[src/rtl/abr_reg_bank_arb_if.sv]
// rtl/abr_reg_bank_arb_if.sv - requester fabric and register bank signals of the CSR bank arbiter
interface abr_reg_bank_arb_if #(
    parameter int NumReq  = 2,
    parameter int NumRegs = 16,
    parameter int AW      = 6,
    parameter int DW      = 32
);
    logic [NumReq-1:0]      req_i;
    logic [NumReq-1:0]      gnt_o;
    logic [NumReq*AW-1:0]   addr_i;
    logic [NumReq-1:0]      we_i;
    logic [NumReq*DW-1:0]   wdata_i;
    logic [NumReq-1:0]      rsp_valid_o;
    logic [NumReq-1:0]      rsp_ready_i;
    logic [DW-1:0]          rsp_rdata_o;
    logic                   rsp_err_o;
    logic [NumRegs-1:0]     reg_we_o;
    logic [NumRegs-1:0]     reg_re_o;
    logic [DW-1:0]          reg_wd_o;
    logic [NumRegs*DW-1:0]  reg_qs_i;
    logic                   busy_o;

    modport slave (
        input  req_i, addr_i, we_i, wdata_i, rsp_ready_i, reg_qs_i,
        output gnt_o, rsp_valid_o, rsp_rdata_o, rsp_err_o,
               reg_we_o, reg_re_o, reg_wd_o, busy_o
    );

    modport master (
        output req_i, addr_i, we_i, wdata_i, rsp_ready_i, reg_qs_i,
        input  gnt_o, rsp_valid_o, rsp_rdata_o, rsp_err_o,
               reg_we_o, reg_re_o, reg_wd_o, busy_o
    );
endinterface

[src/rtl/abr_reg_bank_arb.sv]
// rtl/abr_reg_bank_arb.sv - round-robin arbiter and access sequencer for a shared subreg CSR bank
module abr_reg_bank_arb #(
    parameter int                 NumReq  = 2,
    parameter int                 NumRegs = 16,
    parameter int                 AW      = 6,
    parameter int                 DW      = 32,
    parameter logic [NumRegs-1:0] RoMask  = '0
) (
    input  logic               clk_i,
    input  logic               rst_i,
    abr_reg_bank_arb_if.slave  bus
);
    localparam int IW = (NumReq > 1) ? $clog2(NumReq) : 1;

    typedef enum logic [1:0] {IDLE, ACCESS, RESP} state_e;

    state_e              state_q, state_d;
    logic [IW-1:0]       ptr_q, ptr_d;
    logic [IW-1:0]       win_q;
    logic [AW-1:0]       addr_q;
    logic                we_q;
    logic [DW-1:0]       wdata_q;
    logic [DW-1:0]       rdata_q;
    logic                err_q;

    logic [IW-1:0]       arb_idx;
    logic                arb_found;
    logic [AW-1:0]       arb_addr;
    logic                arb_we;
    logic [DW-1:0]       arb_wdata;

    logic [NumRegs-1:0]  dec;
    logic [DW-1:0]       qs_sel;
    logic                acc_err;
    logic                rsp_done;

    function automatic logic [IW-1:0] rr_idx(input logic [IW-1:0] p, input int k);
        return IW'((int'(p) + k) % NumReq);
    endfunction

    // First requester at or above the pointer wins, wrapping at NumReq.
    always_comb begin
        arb_idx   = '0;
        arb_found = 1'b0;
        for (int k = 0; k < NumReq; k++) begin
            if (!arb_found && bus.req_i[rr_idx(ptr_q, k)]) begin
                arb_found = 1'b1;
                arb_idx   = rr_idx(ptr_q, k);
            end
        end
        arb_addr  = '0;
        arb_we    = 1'b0;
        arb_wdata = '0;
        for (int r = 0; r < NumReq; r++) begin
            if (IW'(r) == arb_idx) begin
                arb_addr  = bus.addr_i[r*AW +: AW];
                arb_we    = bus.we_i[r];
                arb_wdata = bus.wdata_i[r*DW +: DW];
            end
        end
    end

    // Full-width compare so addresses above NumRegs never alias onto a mapped register.
    always_comb begin
        dec    = '0;
        qs_sel = '0;
        for (int i = 0; i < NumRegs; i++) begin
            if (32'(addr_q) == i) begin
                dec[i] = 1'b1;
                qs_sel = bus.reg_qs_i[i*DW +: DW];
            end
        end
        acc_err = !(|dec) | (we_q & |(dec & RoMask));
    end

    assign rsp_done = (state_q == RESP) && bus.rsp_ready_i[win_q];

    always_comb begin
        state_d         = state_q;
        ptr_d           = ptr_q;
        bus.gnt_o       = '0;
        bus.rsp_valid_o = '0;
        bus.rsp_rdata_o = '0;
        bus.rsp_err_o   = 1'b0;
        bus.reg_we_o    = '0;
        bus.reg_re_o    = '0;
        bus.reg_wd_o    = '0;
        bus.busy_o      = 1'b0;
        case (state_q)
            IDLE: begin
                if (arb_found) begin
                    bus.gnt_o[arb_idx] = 1'b1;
                    state_d            = ACCESS;
                end
            end
            ACCESS: begin
                bus.busy_o = 1'b1;
                if (!acc_err && we_q) begin
                    bus.reg_we_o = dec;
                    bus.reg_wd_o = wdata_q;
                end else if (!acc_err) begin
                    bus.reg_re_o = dec;
                end
                state_d = RESP;
            end
            RESP: begin
                bus.busy_o             = 1'b1;
                bus.rsp_valid_o[win_q] = 1'b1;
                bus.rsp_rdata_o        = rdata_q;
                bus.rsp_err_o          = err_q;
                if (rsp_done) begin
                    state_d = IDLE;
                    ptr_d   = (win_q == IW'(NumReq - 1)) ? '0 : win_q + 1'b1;
                end
            end
            default: state_d = IDLE;
        endcase
    end

    always_ff @(posedge clk_i or posedge rst_i) begin
        if (rst_i) begin
            state_q <= IDLE;
            ptr_q   <= '0;
            win_q   <= '0;
            addr_q  <= '0;
            we_q    <= 1'b0;
            wdata_q <= '0;
            rdata_q <= '0;
            err_q   <= 1'b0;
        end else begin
            state_q <= state_d;
            ptr_q   <= ptr_d;
            if (state_q == IDLE && arb_found) begin
                win_q   <= arb_idx;
                addr_q  <= arb_addr;
                we_q    <= arb_we;
                wdata_q <= arb_wdata;
            end
            // Read data is sampled alongside the re pulse, so RC fields return their pre-clear value.
            if (state_q == ACCESS) begin
                err_q   <= acc_err;
                rdata_q <= (acc_err || we_q) ? '0 : qs_sel;
            end
            if (rsp_done) begin
                err_q   <= 1'b0;
                rdata_q <= '0;
            end
        end
    end

    a_gnt_onehot:   assert property (@(posedge clk_i) disable iff (rst_i) $onehot0(bus.gnt_o));
    a_rsp_onehot:   assert property (@(posedge clk_i) disable iff (rst_i) $onehot0(bus.rsp_valid_o));
    a_we_onehot:    assert property (@(posedge clk_i) disable iff (rst_i) $onehot0(bus.reg_we_o));
    a_re_onehot:    assert property (@(posedge clk_i) disable iff (rst_i) $onehot0(bus.reg_re_o));
    a_we_re_excl:   assert property (@(posedge clk_i) disable iff (rst_i) !((|bus.reg_we_o) && (|bus.reg_re_o)));
endmodule

[src/flat_wrapper.sv]
// flat-port wrapper written by rule: the top's interface ports become plain ports
module abr_reg_bank_arb_flat 
#(
    parameter int                 NumReq  = 2,
    parameter int                 NumRegs = 16,
    parameter int                 AW      = 6,
    parameter int                 DW      = 32,
    parameter logic [NumRegs-1:0] RoMask  = '0
)
  (clk_i, rst_i, bus_req_i, bus_addr_i, bus_we_i, bus_wdata_i, bus_rsp_ready_i, bus_reg_qs_i, bus_gnt_o, bus_rsp_valid_o, bus_rsp_rdata_o, bus_rsp_err_o, bus_reg_we_o, bus_reg_re_o, bus_reg_wd_o, bus_busy_o);
  abr_reg_bank_arb_if #(.NumReq(NumReq), .NumRegs(NumRegs), .AW(AW), .DW(DW)) bus_i ();
  input  logic clk_i;
  input  logic rst_i;
  input wire logic [$bits(bus_i.req_i)-1:0] bus_req_i;
  input wire logic [$bits(bus_i.addr_i)-1:0] bus_addr_i;
  input wire logic [$bits(bus_i.we_i)-1:0] bus_we_i;
  input wire logic [$bits(bus_i.wdata_i)-1:0] bus_wdata_i;
  input wire logic [$bits(bus_i.rsp_ready_i)-1:0] bus_rsp_ready_i;
  input wire logic [$bits(bus_i.reg_qs_i)-1:0] bus_reg_qs_i;
  output wire logic [$bits(bus_i.gnt_o)-1:0] bus_gnt_o;
  output wire logic [$bits(bus_i.rsp_valid_o)-1:0] bus_rsp_valid_o;
  output wire logic [$bits(bus_i.rsp_rdata_o)-1:0] bus_rsp_rdata_o;
  output wire logic [$bits(bus_i.rsp_err_o)-1:0] bus_rsp_err_o;
  output wire logic [$bits(bus_i.reg_we_o)-1:0] bus_reg_we_o;
  output wire logic [$bits(bus_i.reg_re_o)-1:0] bus_reg_re_o;
  output wire logic [$bits(bus_i.reg_wd_o)-1:0] bus_reg_wd_o;
  output wire logic [$bits(bus_i.busy_o)-1:0] bus_busy_o;
  assign bus_i.req_i = bus_req_i;
  assign bus_i.addr_i = bus_addr_i;
  assign bus_i.we_i = bus_we_i;
  assign bus_i.wdata_i = bus_wdata_i;
  assign bus_i.rsp_ready_i = bus_rsp_ready_i;
  assign bus_i.reg_qs_i = bus_reg_qs_i;
  assign bus_gnt_o = bus_i.gnt_o;
  assign bus_rsp_valid_o = bus_i.rsp_valid_o;
  assign bus_rsp_rdata_o = bus_i.rsp_rdata_o;
  assign bus_rsp_err_o = bus_i.rsp_err_o;
  assign bus_reg_we_o = bus_i.reg_we_o;
  assign bus_reg_re_o = bus_i.reg_re_o;
  assign bus_reg_wd_o = bus_i.reg_wd_o;
  assign bus_busy_o = bus_i.busy_o;
  abr_reg_bank_arb #(.NumReq(NumReq), .NumRegs(NumRegs), .AW(AW), .DW(DW), .RoMask(RoMask)) u_core (.clk_i(clk_i), .rst_i(rst_i), .bus(bus_i));
endmodule
[config.mk]
export PLATFORM = sky130hd
export DESIGN_NAME = abr_reg_bank_arb_flat
export DESIGN_NICKNAME = d
export VERILOG_FILES = /design/src/rtl/abr_reg_bank_arb_if.sv /design/src/rtl/abr_reg_bank_arb.sv /design/src/flat_wrapper.sv
export SDC_FILE = /design/constraint.sdc
export NUM_CORES = 1
export LEC_CHECK = 0
export CELL_PAD_IN_SITES_DETAIL_PLACEMENT = 1
export CELL_PAD_IN_SITES_GLOBAL_PLACEMENT = 1
export CORE_AREA = 2 2 273 275
export CTS_BUF_LIST = sky130_fd_sc_hd__clkbuf_2 sky130_fd_sc_hd__clkbuf_4 sky130_fd_sc_hd__clkbuf_8
export CTS_CLUSTER_DIAMETER = 200
export DETAILED_ROUTE_END_ITERATION = 12
export DIE_AREA = 0 0 275 277
export HOLD_SLACK_MARGIN = 0.02
export PLACE_DENSITY_LB_ADDON = 0.05
export SLEW_MARGIN = 10
export SYNTH_ARGS = -nofsm -noshare
export SYNTH_HDL_FRONTEND = slang
export SYNTH_SLANG_ARGS = --single-unit
[constraint.sdc]
create_clock -name clk_i -period 4.59 [get_ports clk_i]
set_input_delay 0.6885 -clock clk_i [delete_from_list [all_inputs] [get_ports clk_i]]
set_output_delay 0.6885 -clock clk_i [all_outputs]
set_load 0.01 [all_outputs]
* Word level (Yosys, flattened, before mapping) *
Index checks and enable logic that the tools add are counted.

operators by class
  shift-type cells = 0
  $add $sub $neg = 2
  multiplexer cells = 71
  reduce and logical (&&, ||, !) cells = 16
  $lt $le $gt $ge = 6
  equal/unequal tests = 19
  multipliers = 0
  bitwise operators = 0
  divide/modulo/power cells = 0

operator list
  cell                                                         count
  2-to-1 mux 32 bit                                            23
  2-to-1 mux 16 bit                                            5
  == test 6 x 4 -> 1 bit (second input constant)               8
  2-to-1 mux 1 bit                                             34
  == test 6 x 3 -> 1 bit (second input constant)               4
  OR reduction 16 bit                                          1
  == test 6 x 2 -> 1 bit (second input constant)               2
  2-to-1 mux 2 bit                                             5
  less-than comparator 1 x 2 -> 1 bit (second input constant)  4
  == test 6 x 1 -> 1 bit (second input constant)               1
  logical AND 1 bit                                            6
  logical NOT 6 bit                                            1
  2-to-1 mux 6 bit                                             1
  one-hot mux 2 bit (3 select lines)                           1
  inequality test 2 x 1 -> 1 bit (second input constant)       2
  AND reduction 2 bit                                          2
  adder 1 bit (second input constant)                          2
  demux 1 bit (select 1 bit)                                   2
  == test 2 x 1 -> 1 bit (second input constant)               1
  == test 2 bit (second input constant)                        1
  >= comparator 1 bit (second input constant)                  2
  logical NOT 1 bit                                            2
  logical NOT 2 bit                                            1
  nonzero test 2 bit                                           1
  other kinds (2)                                              2

word-level totals
  input bits = 596
  memories kept = 0
  latch bits = 0
  bits in writable memories = 0
  bits in registers = 76
  word-level logic and storage cells = 122
  ROM bits = 0

* Longest topological paths before layout *
  depth after elaboration = 20
  depth in mapped cells = 10
  mapped depth without buffers = 7

* Least setup slack after synthesis *
OpenSTA, ideal clock, no wires.

  kind = register to output
  from = register u_core.state_q[1]
  to = output port bus_reg_re_o[3]
  cell stages (with the launch flop) = 7
  path buffers = 2
  arrival = 1.608 ns
  path slack = 2.293 ns
  required time = 3.902 ns
  cell sequence = dfrtp_1 inv_1 ha_1 buf_2 or4b_1 buf_2 nor3_1

on the way
  cells in the longest elaborated chain, start to end = 2

ends and longest elaborated chain
  element                 line                     text
  start, declared         abr_reg_bank_arb.sv:17   state_e state_q, state_d;
  start signal, assigned  abr_reg_bank_arb.sv:131  state_q <= state_d;
  == test 2 x 1 -> 1 bit  abr_reg_bank_arb.sv:89   case (state_q)
  2-to-1 mux 16 bit       abr_reg_bank_arb.sv:89
  end, declared           flat_wrapper.sv:25       output wire logic [$bits(bus_i.reg_re_o)-1:0] bus_reg_re_o;

No other way between the ends.

* Worst setup path after layout *
  from = register u_core.state_q[1]
  to = output port bus_reg_re_o[7]

The elaborated chain is that of the path after synthesis.

==> flow_summary.yaml <==
status:
  status: "finished, final reports clean"
logic_synthesis:
  yosys.area.top_type_share: 0.212
  synthesis.instances: 1077
  synthTopCellsByCount: "nand2_1, o21ai_0, dfrtp_1"
  async_flop_share: 1.00
  synth_edf_count: 0
  syn_area_sq_mm: 0.00895
  synth.most_common_cell: "nand2_1"
  synth_cell_types: 67
  synth_fp_nets: 1676
  synth_top_area_cell: "dfrtp_1"
  yosys_register_bits: 76
  ys.flop_type: "dfrtp_1"
  yosysWarnings: 0
  ys_top_cells_by_area: "dfrtp_1, mux4_2, mux2i_1"
  ys_seq_area_frac: 0.212
  syn_area_per_cell_sq_um: 8.31
grt:
  track_usage: 0.200
  grt_max_degree: 102
  antenna_found_initial: 35
  grt_pass1_vias: 13100
  overflow: 0
  grt_pass1_wl_um: 106000
sta:
  finalSetupViolations: 0
  final_max_slew_viol_count: 0
  fin_hold_ws_ps: 483
  min_period_over_period: 0.826
  min_period_ps: 3790
  fin_worst_skew_ps: 18.7
  worst-slew-pin-transition_ps: 984
  finalSetupTns_ps: 0
  hold_violations: 0
  slew_headroom: 0.344
  fmax_ghz: 0.264
  grt_setup_unrepaired: "no"
clock_tree:
  clk_pin_slew_ps: 90
  root_buffer: "clkbuf_8"
  clock_latency_ps: 410
  cts.sinks: 76
  cts.path.max_buffers: 2
  cts_resized: 0
  cts_tree: "built"
  cts_hold_buffers: 0
  cts_buffers: 9
  postCtsSetupRepairBufs: 0
  htree_levels: 3
floorplanning:
  die_area_sq_mm: 0.0762
  fp.coreArea_sq_mm: 0.0736
  num_rows: 100
  start_util: 0.122
  chipWidth_um: 275
  io_pins: 698
  fp.dieH_um: 277
critical_path:
  slowest_stage: "or4b_1"
  critPathCaptureType: "output pin"
  worstPathArrival_ps: 3100
  r2r_start: "u_core.state_q[1]"
  r2r.worst_path.cells: 8
  reg2reg_to: "u_core.rdata_q[30]"
  cp_max_fo: 9
  crit_required_ps: 3900
  critical_path_class: "register to output pin"
  cp_top_family: "simple AND/OR/NAND/NOR gates"
  critPathLaunchType: "register"
  cp_cell_sequence: "inv_1, ha_1, or4b_1, nor3_1, clkdlybuf4s50_1"
  crit_buf_inv: 2
  r2r_setup_slack_ps: 1230
  crit_path_max_incr_delay_ps: 910
power_and_ir_drop:
  power-per-cell-area_mw_per_mm2: 407
  leakage_nw: 6.27
  ir_drop_uv: 254
drt:
  drc_errors: 0
  wl_met2_um: 40600
  drt-total-wl_um: 78300
  wl_per_cell_um: 29.0
  drt-met1-wl_um: 29700
  via_per_inst: 4.35
  ant_nets: 0
  top_layer: "met5"
  drt_iter0_drc: 512
  num_vias: 11700
  drtPass1Iterations: 7
  wl_met3_um: 5940
place:
  gp_congestion: 0.801
  io_buffers: 697
  dp_hpwl_um: 64100
worst_hold_path:
  hold_path_class: "register to register"
  min_path_cells: 2
  whs_endpoint: "u_core.rdata_q[16]"
  hp-start: "u_core.rdata_q[16]"
cells_and_area:
  layout-drive-gt1-share: 0.0808
  n_fill_cell: 8525
  final_nets: 2302
  multi_input_area_sq_mm: 0.00650
  syn_to_final_growth_pct: 92.6
  register_area_sq_mm: 0.00191
job:
  maxCapViolCount: 0
registers in the layout, indices dropped and copies added (netlist names):
| register | flops |
|---|---|
| u_core.addr_q | 6 |
| u_core.win_q | 1 |
| u_core.wdata_q | 32 |
| u_core.we_q | 1 |
| u_core.state_q | 2 |
| u_core.rdata_q | 32 |
| u_core.err_q | 1 |
| u_core.ptr_q | 1 |
tightest hold or removal path: stages (launching register included):
cell and delay [ps]:
dfrtp_1 350, nand2_1 50, o31ai_1 60
stage by stage:
stage | utilization | instances | total power, mW | area, sq um | setup WS (ps)
floorplan | - | 1077 | 4.17 | 8950 | 1960
global placement | 0.231 | 2661 | 6.60 | 17000 | 1280
detailed placement | 0.231 | 2661 | 6.63 | 17000 | 1220
CTS | 0.234 | 2676 | 7.26 | 17200 | 740
global route | 0.234 | 2683 | 7.61 | 17200 | 634
finish | 0.234 | 2696 | 7.02 | 17200 | 797
worst max-delay path by stage:
stage	slack, ps	to	cells after the start	start
after global routing	630	bus_reg_re_o[7]	5	u_core.state_q[1]
after detailed placement	1220	bus_reg_re_o[12]	4	u_core.addr_q[4]
after CTS	740	bus_reg_re_o[12]	4	u_core.addr_q[4]
after global placement	1280	u_core.rdata_q[4]	8	u_core.state_q[1]
after floorplan	1960	u_core.addr_q[0]	1	rst_i
final	800	bus_reg_re_o[7]	5	u_core.state_q[1]
per-layer routing:
metal | up-vias | track usage
li1 | 5406 | -
met1 | 5787 | 0.218
met2 | 401 | 0.367
met3 | 87 | 0.0644
met4 | 36 | 0.0560
met5 | - | 0
cell families (layout without fill, tap and decap cells):
logic type                 count (synthesis)  in the layout  share of synthesized area
muxes                                    142            142                      0.229
buffers and inverters                    138            768                     0.0700
adders and majority gates                  3              3                    0.00419
other                                      0             20                          0
AOI/OAI and AO/OA                        377            377                      0.291
DFF                                       76             76                      0.212
and+or+nand+nor                          340            340                      0.193
xor gates and xnor gates                   1              1                   0.000979
final cells by class:
type | count | area share
Multi-Input combinational cell | 863 | 0.377
Timing Repair Buffer | 731 | 0.422
Inverter | 22 | 0.00493
Sequential cell | 76 | 0.111
Tap cell | 969 | 0.0703
Clock inverter | 5 | 0.00363
Clock buffer | 10 | 0.00798
Antenna cell | 20 | 0.00290
layout by cell type (no fill, tap or decap), types with 6 or more instances in the layout:
cell type and count:
o22ai_1 26, mux4_2 48, mux2_2 20, a211oi_1 20, diode_2 20, a221oi_1 17, nand3_1 16, o221ai_1 16
o211ai_1 8, mux2i_1 74, a21o_1 15, and2_1 70, dfrtp_1 73, a22o_1 6, clkbuf_8 10, nor2b_1 29
o21a_1 6, a31oi_1 14, a21oi_1 40, o31ai_1 21, nor2_1 66, clkdlybuf4s50_1 697, a221o_1 14, inv_1 21
a22oi_1 22, nand2_1 103, nor3_1 24, o31a_1 6, buf_4 30, a211o_1 16, a222oi_1 8, o21ai_0 92
power by group:
group / leakage (nW) / internal (mW) / switching, mW
Sequential: 0.980 / 0.960 / 0.323
Combinational: 5.20 / 2.15 / 2.99
Clock: 0.0947 / 0.265 / 0.329
Total: 6.27 / 3.37 / 3.65
Power figures use the tool's default switching activity.
